### src/rtl/product_accumulator.sv
// Sums a counted burst of unsigned products into a wide accumulator.
// Carry-out is tracked as a sticky overflow flag alongside the sum.
module product_accumulator #(
    parameter int PROD_W = 32,
    parameter int ACC_W  = 40,
    parameter int LEN_W  = 8
) (
    input  logic              clk,
    input  logic              rst,
    input  logic              start,
    input  logic [LEN_W-1:0]  len,
    input  logic              in_valid,
    output logic              in_ready,
    input  logic [PROD_W-1:0] prod,
    output logic              out_valid,
    input  logic              out_ready,
    output logic [ACC_W-1:0]  acc_out,
    output logic              ovf,
    output logic              busy
);

    if (ACC_W < PROD_W) begin : g_width_check
        $error("ACC_W must be >= PROD_W");
    end

    typedef enum logic [1:0] {
        IDLE,
        ACC,
        OUT
    } state_t;

    state_t             state;
    state_t             state_nx;
    logic [ACC_W-1:0]   acc;
    logic [ACC_W-1:0]   acc_nx;
    logic [LEN_W-1:0]   cnt;
    logic [LEN_W-1:0]   cnt_nx;
    logic               ovf_q;
    logic               ovf_nx;
    logic [ACC_W:0]     sum;

    // Extra top bit captures the carry out of the accumulator.
    assign sum = {1'b0, acc} + (ACC_W+1)'(prod);

    always_ff @(posedge clk or posedge rst) begin
        if (rst) begin
            state <= IDLE;
            acc   <= '0;
            cnt   <= '0;
            ovf_q <= 1'b0;
        end else begin
            state <= state_nx;
            acc   <= acc_nx;
            cnt   <= cnt_nx;
            ovf_q <= ovf_nx;
        end
    end

    always_comb begin
        state_nx = state;
        acc_nx   = acc;
        cnt_nx   = cnt;
        ovf_nx   = ovf_q;
        unique case (state)
            IDLE: begin
                if (start) begin
                    acc_nx   = '0;
                    ovf_nx   = 1'b0;
                    cnt_nx   = len;
                    state_nx = (len == '0) ? OUT : ACC;
                end
            end
            ACC: begin
                if (in_valid) begin
                    acc_nx = sum[ACC_W-1:0];
                    ovf_nx = ovf_q | sum[ACC_W];
                    cnt_nx = cnt - 1'b1;
                    if (cnt == LEN_W'(1)) begin
                        state_nx = OUT;
                    end
                end
            end
            OUT: begin
                if (out_ready) begin
                    state_nx = IDLE;
                end
            end
            default: state_nx = IDLE;
        endcase
    end

    // All outputs decode from registered state only.
    assign in_ready  = (state == ACC);
    assign out_valid = (state == OUT);
    assign busy      = (state != IDLE);
    assign acc_out   = acc;
    assign ovf       = ovf_q;

endmodule

### config.mk
export PLATFORM = sky130hd
export DESIGN_NAME = product_accumulator
export DESIGN_NICKNAME = d
export VERILOG_FILES = /design/src/rtl/product_accumulator.sv
export SDC_FILE = /design/constraint.sdc
export NUM_CORES = 1
export LEC_CHECK = 0
export ABC_AREA = 1
export ABC_CLOCK_PERIOD_IN_PS = 2600
export CAP_MARGIN = 5
export CORE_MARGIN = 10
export CORE_UTILIZATION = 54
export CTS_CLUSTER_SIZE = 24
export DETAILED_ROUTE_END_ITERATION = 7
export GPL_TIMING_DRIVEN = 0
export PLACE_DENSITY = 0.85
export SLEW_MARGIN = 20
export SYNTH_ARGS = -nofsm -noshare
export SYNTH_HDL_FRONTEND = slang
export SYNTH_SLANG_ARGS = --single-unit
### constraint.sdc
create_clock -name clk -period 2.6 [get_ports clk]
set_clock_uncertainty 0.05 [all_clocks]
set_input_delay 0.78 -clock clk [delete_from_list [all_inputs] [get_ports clk]]
set_output_delay 0.78 -clock clk [all_outputs]
set_load 0.01 [all_outputs]
==> results by group <==
Flow run
  • MaxCap Viol Count: 0

Floorplanning
  • DIE HEIGHT: 115 um
  • Die area: 13,200 sq um
  • Die W: 115 um
  • # IOs: 89
  • Rows: 34
  • Starting Density: 55.7%
  • Core ar.: 8760 sq um

Synth
  • Count leader, synth: nand2_1
  • Synth area leaders: dfrtp_1 (26%), nand2_1 (21%), inv_1 (9.6%), ha_1 (8.7%), nor2_1 (6.5%)
  • Ys Warns: 0
  • Synth Net Count: 885
  • Post-synthesis sequential area ratio: 26.1%
  • Commonest cells in the netlist: nand2_1 (269), inv_1 (125), nor2_1 (84)
  • Netlist cell types: 40
  • Post-synth EDFFs: 0
  • Mapped Area: 4880 sq um
  • Synth Instances: 805
  • Seq cells post-synth: 51
  • Mapped Avg Cell Area: 6.06 sq um
  • Area leader, netlist: dfrtp_1
  • Ys flop type: dfrtp_1
  • FFs w/ async S/R, synth: 100%
  • Top-area cell type share of the netlist area: 26.1%

Setup path
  • Critical Path Most Common Cell: nand2_1
  • Slowest-stage cell, CP: clkdlybuf4s50_1
  • Worst Path Arrival: 2.75 ns
  • Worst reg2reg startpoint: acc_out[22]
  • CP max stage delay: 0.51 ns
  • R2R depth: 12
  • FF-to-FF End: acc_out[39]
  • Crit path kind: input port to register
  • Critical Path RT: 2.76 ns
  • Critical Path, Cell by Cell: clkdlybuf4s50_1 -> ha_4 -> nand2_2 -> inv_1 -> nand2_1 -> nand2_1 -> inv_1 -> nand3_1 -> nand2_1 -> nand2_2 -> nand2_1 -> nand2_2 -> a21oi_1 -> nor2_1
  • Worst Setup Start Kind: input port
  • Crit path max fanout: 5
  • Worst Setup End Kind: register
  • Flop2flop setup slack: 0.48 ns

Detailed routing
  • Post-DR vias/cell: 5.43
  • Wirelength per Cell: 15.6 um
  • Total Wirelength: 15.8 mm
  • Antenna viol nets, final: 0
  • Detailed Route Iter0 Violations: 408
  • Vias: 5,507
  • DR pass1 iterations: 5
  • DRC viols: 0

Power and ir drop
  • NetSw: 3.27 mW
  • Flop pwr share: 21.9%
  • Leakage Power: 3.19 nW
  • VDD IR max: 647 uV
  • Clock share of power: 8.9%
  • Logic pwr share: 69.2%
  • Switching Fraction: 50.8%
  • Power Density: 996 nW/um^2
  • Internal: 3.16 mW

Timing
  • Final worst slack: 0.0119 ns
  • RSZ-0062 raised after global routing: true
  • Setup_tns: 0 ns
  • Number of hold violations in the final report: 0
  • Final Hold Slack: 0.475 ns
  • Final setup fails: 0
  • Slew HR: 53.4%
  • Crit share post-route: 99.5%
  • Tmin final: 2.59 ns
  • Slew @ Worst Pin: 0.700 ns
  • Maximum clock frequency: 386 MHz
  • Fin. max-slew vios: 0

CTS
  • Clock Sinks: 51
  • Clk buf depth: 2
  • CTS Root Cell: clkbuf_8
  • H-tree depth: 2
  • CTS buffer count: 5
  • TritonCTS clock tree: built
  • Hold buffer count at cts: 0
  • Skew-Pair Late Insertion Delay: 0.31 ns
  • Worst-path clk slew: 0.10 ns

Global routing
  • Vias in the first global route: 5,167
  • Total track usage: 22.4%
  • Initial antenna violation count: 0
  • Largest net degree at the start of global routing: 27
  • Gr ovfl total: 0
  • Global-route wire length before repair: 24.7 mm

Finish
  • Area Overhead vs Synth: 32.3%
  • Final design area excluding fillers: 6460 sq um
  • Fin nets: 987
  • Layout fillers: 737
  • Layout cells sized above 1: 14.3%
  • Util after Layout: 73.7%
  • Ant. Diodes: 0

Place
  • Port buffer count: 88
  • Placer congestion estimate: 0.905
  • DPL Wire Length: 12.3 mm
  • Placed Instance Area: 5920 sq um
  • DP Worst Slack: -0.495 ns

Min path
  • Hold depth: 2
  • Hold crit path type: register to register
  • Worst min-delay path endpoint: acc_out[11]
  • Min-Delay Startpoint: acc_out[11]

Outcome
  • Outcome: finished, final reports clean
cells by family (layout without fill, tap and decap cells):
group / Yosys count / count (layout) / synth area share (%)
simple gates: 451 / 451 / 39.4
fa+ha+maj: 35 / 35 / 9.13
flops: 51 / 51 / 26.1
compound gates: 126 / 126 / 13.8
xor+xnor: 2 / 2 / 0.359
buf+inv: 140 / 242 / 11.1
how the worst max path moves through the flow:
stage | startpoint | cells past startpoint | endpoint
finish | prod[7] | 14 | acc_out[33]
global route | prod[8] | 15 | acc_out[33]
CTS | prod[29] | 11 | acc_out[33]
detailed placement | prod[0] | 14 | acc_out[36]
global placement | rst | 2 | acc_out[23]
floorplan | prod[0] | 7 | acc_out[4]
per-layer routing:
| metal | track usage (%) | up-vias | part of all wire (%) |
|---|---|---|---|
| met3 | 4.01 | 21 | 7.0 |
| met2 | 37.5 | 199 | 47 |
| met5 | 0 | - | 0 |
| li1 | - | 2738 | - |
| met4 | 5.20 | 0 | 1.7 |
| met1 | 29.3 | 2549 | 44 |
cells in the final DEF, fill, tap and decap left out, types with 2 or more instances in the layout:
master	synthesis	layout
a21oi_1	59	50
nor2_4	1	6
nand2_2	18	35
nor3_1	12	11
inv_2	4	5
o21ai_1	8	10
dfrtp_1	51	51
nor3_2	1	2
o31ai_1	2	2
inv_1	125	124
nor2_1	84	77
clkdlybuf4s50_1	0	87
buf_4	2	8
clkbuf_8	0	5
ha_4	0	16
clkbuf_1	6	6
o21bai_1	3	3
nor2_2	14	16
nand3b_1	2	2
o21ai_0	44	42
ha_2	0	6
nand2_1	269	252
nand3_1	33	31
a21oi_2	1	10
nand3_2	8	6
or2_2	3	3
a32o_1	2	2
a22o_1	2	2
ha_1	34	12
nand3_4	0	4
registers in the layout, summed over array words and instances, names as in the netlist:
name     cells
acc_out     40
cnt          8
state        2
ovf          1
through the flow:
stage	power, mW	instances
after floorplan	3.94	805
after global placement	5.21	1001
after detailed placement	5.31	1002
after CTS	5.95	1011
after global routing	6.97	1015
final	6.43	1015
critical path: cells and delay by family:
| family | cells | cell delay (ns) |
|---|---|---|
| AO/OA/AOI/OAI | 1 | 0.15 |
| AND/OR/NAND/NOR | 9 | 0.93 |
| adder cells (fa/ha/maj) | 1 | 0.23 |
| buffers and inverters | 3 | 0.65 |
what timing repair did:
action | in CTS | in global routing
setup buffers | 2 | 4
gates resized for setup | 8 | 69
pin swaps | 4 | 7
endpoints found under the setup margin | 10 | 20
layout make-up:
| class | instances | area [sq um] | area share [%] |
|---|---|---|---|
| buffer | 11 | 61.3 | 0.949 |
| inverter | 129 | 484 | 7.50 |
| timing repair buffer | 95 | 948 | 14.7 |
| multi-input combinational | 614 | 3450 | 53.4 |
| clock inverter | 2 | 37.5 | 0.581 |
| clock buffer | 5 | 68.8 | 1.07 |
| sequential | 51 | 1280 | 19.8 |
| tap | 108 | 135 | 2.09 |
power groups by stage:
stage	combinational (mW)	sequential, mW	clock [mW]
finish	4.45	1.41	0.573
global route	4.92	1.44	0.605
CTS	4.02	1.35	0.582
detailed placement	3.95	1.36	0
global placement	3.87	1.34	0
floorplan	2.53	1.41	0
No activity file was read; power rests on OpenSTA's default activity.
